`config.mk`:
```
export PLATFORM = sky130hd
export DESIGN_NAME = multicycle_control
export DESIGN_NICKNAME = d
export VERILOG_FILES = /design/src/rtl/mc_ctrl_pkg.sv /design/src/rtl/mc_ctrl_decode.sv /design/src/rtl/multicycle_control.sv
export SDC_FILE = /design/constraint.sdc
export NUM_CORES = 1
export LEC_CHECK = 0
export BUFFER_PORTS_ARGS = -buffer_cell sky130_fd_sc_hd__buf_2
export CAP_MARGIN = 20
export CORE_MARGIN = 1
export CORE_UTILIZATION = 46
export DETAILED_ROUTE_END_ITERATION = 12
export GPL_ROUTABILITY_DRIVEN = 0
export GPL_TIMING_DRIVEN = 1
export PLACE_DENSITY = 0.87
export SYNTH_ARGS = -nofsm -noshare
export SYNTH_HDL_FRONTEND = slang
export SYNTH_SLANG_ARGS = --single-unit
```
`constraint.sdc`:
```
create_clock -name clk -period 2.1 [get_ports clk]
set_clock_uncertainty 0.2 [all_clocks]
set_input_delay 0.21 -clock clk [delete_from_list [all_inputs] [get_ports clk]]
set_output_delay 0.21 -clock clk [all_outputs]
set_load 0.01 [all_outputs]
```
`src/rtl/mc_ctrl_pkg.sv`:
```
// Shared definitions for the multicycle MIPS control FSM: state codes,
// supported opcodes, datapath mux encodings and the control word layout.
package mc_ctrl_pkg;

  typedef enum logic [3:0] {
    S_FETCH     = 4'd0,
    S_DECODE    = 4'd1,
    S_MEM_ADDR  = 4'd2,
    S_MEM_READ  = 4'd3,
    S_MEM_WB    = 4'd4,
    S_MEM_WRITE = 4'd5,
    S_EXECUTE   = 4'd6,
    S_R_WB      = 4'd7,
    S_BRANCH    = 4'd8,
    S_JUMP      = 4'd9,
    S_ADDI_EXEC = 4'd10,
    S_ADDI_WB   = 4'd11,
    S_JAL       = 4'd12,
    S_JR        = 4'd13
  } state_t;

  localparam logic [5:0] OP_RTYPE = 6'h00;
  localparam logic [5:0] OP_LW    = 6'h23;
  localparam logic [5:0] OP_SW    = 6'h2B;
  localparam logic [5:0] OP_BEQ   = 6'h04;
  localparam logic [5:0] OP_BNE   = 6'h05;
  localparam logic [5:0] OP_ADDI  = 6'h08;
  localparam logic [5:0] OP_J     = 6'h02;
  localparam logic [5:0] OP_JAL   = 6'h03;
  localparam logic [5:0] FUNCT_JR = 6'h08;

  localparam logic [1:0] ALUB_REG     = 2'b00;
  localparam logic [1:0] ALUB_FOUR    = 2'b01;
  localparam logic [1:0] ALUB_IMM     = 2'b10;
  localparam logic [1:0] ALUB_IMM_SH2 = 2'b11;

  localparam logic [1:0] ALUOP_ADD   = 2'b00;
  localparam logic [1:0] ALUOP_SUB   = 2'b01;
  localparam logic [1:0] ALUOP_FUNCT = 2'b10;

  localparam logic [1:0] PCSRC_ALU    = 2'b00;
  localparam logic [1:0] PCSRC_ALUOUT = 2'b01;
  localparam logic [1:0] PCSRC_JUMP   = 2'b10;
  localparam logic [1:0] PCSRC_REG    = 2'b11;

  typedef struct packed {
    logic       pc_write;
    logic       pc_write_eq;
    logic       pc_write_ne;
    logic       i_or_d;
    logic       mem_read;
    logic       mem_write;
    logic       ir_write;
    logic       reg_dest;
    logic       mem_to_reg;
    logic       reg_write;
    logic       jal;
    logic       alu_src_a;
    logic [1:0] alu_src_b;
    logic [1:0] alu_op;
    logic [1:0] pc_source;
  } ctrl_t;

  // True for every opcode the FSM knows how to sequence.
  function automatic logic is_supported(input logic [5:0] op);
    logic ok;
    case (op)
      OP_RTYPE, OP_LW, OP_SW, OP_BEQ, OP_BNE,
      OP_ADDI, OP_J, OP_JAL: ok = 1'b1;
      default:               ok = 1'b0;
    endcase
    return ok;
  endfunction

  // True when leaving state s this cycle completes an instruction.
  function automatic logic retires(input state_t s, input logic mem_ready);
    logic r;
    case (s)
      S_MEM_WB, S_R_WB, S_ADDI_WB, S_BRANCH,
      S_JUMP, S_JAL, S_JR: r = 1'b1;
      S_MEM_WRITE:         r = mem_ready;
      default:             r = 1'b0;
    endcase
    return r;
  endfunction

endpackage

```
`src/rtl/mc_ctrl_decode.sv`:
```
// Combinational control-word decode: a Moore map from the current state,
// with the only exceptions being FETCH (gated by mem_ready) and BRANCH
// (which branch flavour comes from the opcode).
module mc_ctrl_decode
  import mc_ctrl_pkg::*;
(
  input  state_t      state,
  input  logic [5:0]  opcode,
  input  logic        mem_ready,
  output ctrl_t       ctrl
);

  // Drive the datapath strobes and mux selects for the current state.
  always_comb begin
    ctrl = '0;
    case (state)
      S_FETCH: begin
        ctrl.mem_read  = 1'b1;
        ctrl.i_or_d    = 1'b0;
        ctrl.alu_src_a = 1'b0;
        ctrl.alu_src_b = ALUB_FOUR;
        ctrl.alu_op    = ALUOP_ADD;
        ctrl.pc_source = PCSRC_ALU;
        ctrl.ir_write  = mem_ready;
        ctrl.pc_write  = mem_ready;
      end
      S_DECODE: begin
        ctrl.alu_src_a = 1'b0;
        ctrl.alu_src_b = ALUB_IMM_SH2;
        ctrl.alu_op    = ALUOP_ADD;
      end
      S_MEM_ADDR, S_ADDI_EXEC: begin
        ctrl.alu_src_a = 1'b1;
        ctrl.alu_src_b = ALUB_IMM;
        ctrl.alu_op    = ALUOP_ADD;
      end
      S_MEM_READ: begin
        ctrl.mem_read = 1'b1;
        ctrl.i_or_d   = 1'b1;
      end
      S_MEM_WB: begin
        ctrl.reg_write  = 1'b1;
        ctrl.mem_to_reg = 1'b1;
        ctrl.reg_dest   = 1'b0;
      end
      S_MEM_WRITE: begin
        ctrl.mem_write = 1'b1;
        ctrl.i_or_d    = 1'b1;
      end
      S_EXECUTE: begin
        ctrl.alu_src_a = 1'b1;
        ctrl.alu_src_b = ALUB_REG;
        ctrl.alu_op    = ALUOP_FUNCT;
      end
      S_R_WB: begin
        ctrl.reg_write = 1'b1;
        ctrl.reg_dest  = 1'b1;
      end
      S_ADDI_WB: begin
        ctrl.reg_write = 1'b1;
        ctrl.reg_dest  = 1'b0;
      end
      S_BRANCH: begin
        ctrl.alu_src_a   = 1'b1;
        ctrl.alu_src_b   = ALUB_REG;
        ctrl.alu_op      = ALUOP_SUB;
        ctrl.pc_source   = PCSRC_ALUOUT;
        ctrl.pc_write_eq = (opcode == OP_BEQ);
        ctrl.pc_write_ne = (opcode == OP_BNE);
      end
      S_JUMP: begin
        ctrl.pc_write  = 1'b1;
        ctrl.pc_source = PCSRC_JUMP;
      end
      S_JAL: begin
        ctrl.pc_write  = 1'b1;
        ctrl.pc_source = PCSRC_JUMP;
        ctrl.reg_write = 1'b1;
        ctrl.jal       = 1'b1;
      end
      S_JR: begin
        ctrl.pc_write  = 1'b1;
        ctrl.pc_source = PCSRC_REG;
      end
      default: ctrl = '0;
    endcase
  end

endmodule

```
`src/rtl/multicycle_control.sv`:
```
// Multicycle MIPS control FSM: state register, next-state sequencing,
// retired-instruction counter and sticky illegal-opcode flag. Control
// outputs are forced low while reset is held so an abandoned instruction
// cannot issue a write in the reset cycle.
module multicycle_control
  import mc_ctrl_pkg::*;
#(
  parameter int COUNT_W = 32
) (
  input  logic               clk,
  input  logic               reset,
  input  logic [5:0]         opcode,
  input  logic [5:0]         funct,
  input  logic               mem_ready,
  output logic               pc_write,
  output logic               pc_write_eq,
  output logic               pc_write_ne,
  output logic               i_or_d,
  output logic               mem_read,
  output logic               mem_write,
  output logic               ir_write,
  output logic               reg_dest,
  output logic               mem_to_reg,
  output logic               reg_write,
  output logic               jal,
  output logic               alu_src_a,
  output logic [1:0]         alu_src_b,
  output logic [1:0]         alu_op,
  output logic [1:0]         pc_source,
  output logic [3:0]         state,
  output logic [COUNT_W-1:0] retired,
  output logic               illegal_seen
);

  state_t             state_r;
  state_t             next_state_s;
  ctrl_t              ctrl_s;
  ctrl_t              ctrl_gated_s;
  logic [COUNT_W-1:0] retired_r;
  logic               illegal_r;

  mc_ctrl_decode u_decode (
    .state     (state_r),
    .opcode    (opcode),
    .mem_ready (mem_ready),
    .ctrl      (ctrl_s)
  );

  // Sequence to the next state from the current state, opcode and handshake.
  always_comb begin
    next_state_s = S_FETCH;
    case (state_r)
      S_FETCH: begin
        if (mem_ready) next_state_s = S_DECODE;
        else           next_state_s = S_FETCH;
      end
      S_DECODE: begin
        case (opcode)
          OP_RTYPE: begin
            if (funct == FUNCT_JR) next_state_s = S_JR;
            else                   next_state_s = S_EXECUTE;
          end
          OP_LW, OP_SW:   next_state_s = S_MEM_ADDR;
          OP_BEQ, OP_BNE: next_state_s = S_BRANCH;
          OP_ADDI:        next_state_s = S_ADDI_EXEC;
          OP_J:           next_state_s = S_JUMP;
          OP_JAL:         next_state_s = S_JAL;
          default:        next_state_s = S_FETCH;
        endcase
      end
      S_MEM_ADDR: begin
        if (opcode == OP_SW)      next_state_s = S_MEM_WRITE;
        else if (opcode == OP_LW) next_state_s = S_MEM_READ;
        else                      next_state_s = S_FETCH;
      end
      S_MEM_READ: begin
        if (mem_ready) next_state_s = S_MEM_WB;
        else           next_state_s = S_MEM_READ;
      end
      S_MEM_WRITE: begin
        if (mem_ready) next_state_s = S_FETCH;
        else           next_state_s = S_MEM_WRITE;
      end
      S_EXECUTE:   next_state_s = S_R_WB;
      S_ADDI_EXEC: next_state_s = S_ADDI_WB;
      default:     next_state_s = S_FETCH;
    endcase
  end

  // State register; reset returns to instruction fetch.
  always_ff @(posedge clk) begin
    if (reset) state_r <= S_FETCH;
    else       state_r <= next_state_s;
  end

  // Count completed instructions; wraps naturally at 2^COUNT_W.
  always_ff @(posedge clk) begin
    if (reset)                          retired_r <= '0;
    else if (retires(state_r, mem_ready)) retired_r <= retired_r + COUNT_W'(1);
    else                                retired_r <= retired_r;
  end

  // Remember that an unsupported opcode reached decode until the next reset.
  always_ff @(posedge clk) begin
    if (reset)                                           illegal_r <= 1'b0;
    else if (state_r == S_DECODE && !is_supported(opcode)) illegal_r <= 1'b1;
    else                                                 illegal_r <= illegal_r;
  end

  // Suppress every control strobe while reset is asserted.
  always_comb begin
    ctrl_gated_s = ctrl_s;
    if (reset) ctrl_gated_s = '0;
    else       ctrl_gated_s = ctrl_s;
  end

  assign pc_write     = ctrl_gated_s.pc_write;
  assign pc_write_eq  = ctrl_gated_s.pc_write_eq;
  assign pc_write_ne  = ctrl_gated_s.pc_write_ne;
  assign i_or_d       = ctrl_gated_s.i_or_d;
  assign mem_read     = ctrl_gated_s.mem_read;
  assign mem_write    = ctrl_gated_s.mem_write;
  assign ir_write     = ctrl_gated_s.ir_write;
  assign reg_dest     = ctrl_gated_s.reg_dest;
  assign mem_to_reg   = ctrl_gated_s.mem_to_reg;
  assign reg_write    = ctrl_gated_s.reg_write;
  assign jal          = ctrl_gated_s.jal;
  assign alu_src_a    = ctrl_gated_s.alu_src_a;
  assign alu_src_b    = ctrl_gated_s.alu_src_b;
  assign alu_op       = ctrl_gated_s.alu_op;
  assign pc_source    = ctrl_gated_s.pc_source;
  assign state        = reset ? 4'd0 : state_r;
  assign retired      = retired_r;
  assign illegal_seen = illegal_r;

endmodule

```
==> flow_summary.json <==
{
  "outcome": "completed",
  "cts_made_buffers": 5,
  "p_total_mw": 1.34,
  "drc": 0,
  "cp_max_fo": 3,
  "synth_nets": 302,
  "drtIter0Drc": 181,
  "cp_slowest_stage_delay_ps": 390,
  "wl_met2_um": 3050,
  "synth_edf_count": 0,
  "synthDistinctLibCells": 48,
  "drtPass1Iterations": 4,
  "crit_required_ps": 1690,
  "synth-main-ff-cell": "dfxtp_1",
  "synthTopCellsByArea": "dfxtp_1, xor2_1, nor2_1",
  "wl_met1_um": 2670,
  "start_util_pct": 49.6,
  "cts.htree.levels": 2,
  "synth_area_per_cell_um2": 7.81,
  "wl_per_cell_um": 15.1,
  "vias": 2449,
  "cellPowerDensity_nw_per_um2": 463,
  "ys_top_cells_by_count": "nor2_1, dfxtp_1, xor2_1",
  "slew_violations": 0,
  "grt_pass1_wl_um": 9500,
  "yosysSeqAreaShare_pct": 33.2,
  "leakagePower_nw": 1.29,
  "setup_viol": 0,
  "clkSinkCount": 37,
  "die_area_um2": 5140,
  "yosysTopAreaCellShare_pct": 33.2,
  "fp.dieW_um": 71.7,
  "fin_crit_sh_pct": 96.7,
  "endpoint_kind": "output port",
  "clk_path_buf_depth": 2,
  "clkTransAtPathRegs_ps": 60,
  "dp.cells": 404,
  "drive_above_1_share_pct": 31.5,
  "syn_area_um2": 2230,
  "antenna_found_initial": 0,
  "ys_ff_latch": 37,
  "irDropWorstVdd_mv": 0.298,
  "place_hpwl_um": 4260,
  "min_path_type": "in -> reg",
  "gr-total-overflow": 0,
  "relSlewSlack_pct": 74.6,
  "clk_latency_ps": 300,
  "area_growth_pct": 29.6,
  "cts_root_buf": "clkbuf_8",
  "finalWirelength_um": 6290,
  "critical_path_class": "reg -> out",
  "grt_pass1_vias": 2115,
  "cpMaxStageDelayCell": "dfxtp_2",
  "crit_buf_inv": 2,
  "antenna_left": 0,
  "grt_max_degree": 37,
  "groute.usage.overall_pct": 23.4,
  "dr.max_layer_used": "met4",
  "worstPathArrival_ps": 1620,
  "cp_cell_sequence": "buf_8 > nor3_2 > and3_1 > a21o_1 > or2_2 > buf_2",
  "yosys.area.top_type": "dfxtp_1",
  "cts_tree": "done",
  "io_buffers": 69,
  "min_period_ps": 2030,
  "synth_cells": 286,
  "fillerInstances": 378,
  "final_cell_area_um2": 2900,
  "synth.most_common_cell": "nor2_1",
  "cp_top_family": "simple AND/OR/NAND/NOR gates",
  "yosysWarnings": 0,
  "async_flop_share_pct": 0,
  "ctsHoldBuffers": 0,
  "die_y_um": 71.7,
  "wl_met3_um": 389,
  "dpl_cell_area_um2": 2690,
  "stdcell_count": 417,
  "finalHoldViolations": 0,
  "fin_nets": 381,
  "core_um2": 4500,
  "cp-start-kind": "register",
  "rsz0062_at_grt": "yes",
  "io_pins": 70,
  "tightest_slew_ps": 372,
  "antennaDiodeCount": 0,
  "fin_tns_setup_ps": 0,
  "max_freq_mhz": 492,
  "fp-row-count": 24,
  "cap_violations": 0,
  "vias_per_cell": 5.87
}
[metal layers]
metal,global-route usage [%],vias up
met5,0,-
met4,9.37,0
met3,5.49,16
met2,38.3,92
met1,29.7,1155
li1,-,1186
[worst paths after layout]
| path | from | end | slack (ps) | cells after the start |
|---|---|---|---|---|
| setup / recovery | state_r[1] | pc_write | 70 | 6 |
| hold / removal | opcode[0] | state_r[0] | 170 | 3 |
| setup reg to reg | state_r[0] | retired[31] | 120 | 6 |
| hold reg to reg | retired[29] | retired[29] | 300 | 2 |
[where the power goes]
group | internal [mW] | switching (mW)
clock | 0.260 | 0.239
sequential | 0.704 | 0.00274
combinational | 0.0533 | 0.0801
total | 1.02 | 0.322
[worst min-delay path, cell delays in order]
cell	delay, ps
buf_2	190
a211o_1	130
a31oi_1	80
[cells in the final DEF, fill, tap and decap left out, types with 2 or more instances in the layout]
cell type / instances
buf_4: 16
inv_1: 5
nor4_1: 6
and3_1: 12
and4_1: 5
nor3_2: 2
and2_1: 3
or4_1: 5
xor2_1: 23
o21ai_0: 3
nor3_1: 5
a21oi_1: 15
nor2_1: 43
nand2b_1: 4
nand2_2: 2
dfxtp_1: 34
clkbuf_8: 6
xnor2_1: 3
nor2b_1: 6
o21a_1: 2
nand4_1: 17
or2_2: 2
a31oi_1: 2
buf_2: 69
o21ba_2: 2
buf_8: 2
a211oi_1: 3
nor3b_1: 2
o31ai_1: 4
nand3_1: 13
o211ai_1: 4
a21o_1: 2
nand2_1: 14
buf_6: 4
nor4b_1: 2
dfxtp_2: 2
[state kept, by name, indices dropped and copies added (netlist names)]
name	cells
illegal_seen	1
retired	32
state_r	4
[final cells by class]
type                    count  area (µm²)  share of cell area, %
flip-flops and latches     37         747                   25.8
well taps                  52        65.1                   2.25
multi-input cells         223        1410                   48.7
inverters                   6        26.3                  0.908
clock buffers               7        86.3                   2.98
repair buffers             92         561                   19.4
[kinds of logic after synthesis]
group	after synthesis	share of synthesized area [%]
buf+inv	26	4.76
flops	37	33.2
mux	1	0.448
compound gates	47	15.2
xor+xnor	26	10.2
simple gates	148	35.7
fa+ha+maj	1	0.560
[repair_timing]
| item | 4_1_cts | 5_1_grt |
|---|---|---|
| setup endpoints to repair | 3 | 12 |
| buffers inserted | 2 | 4 |
| gates resized for setup | 6 | 13 |
| cloned | 0 | 0 |
| pin swaps | 0 | 3 |
[through the flow]
stage | utilization, % | hold slack (ps) | worst slack, ps
5_1_grt | 64.3 | 178 | -21.2
3_5_place_dp | 59.7 | 287 | 84.8
3_3_place_gp | 59.7 | 267 | 134
2_1_floorplan | - | 204 | 92.8
6_report | 64.3 | 167 | 68.3
4_1_cts | 62.3 | 108 | 2.12
(Power assumes the default switching activity.)
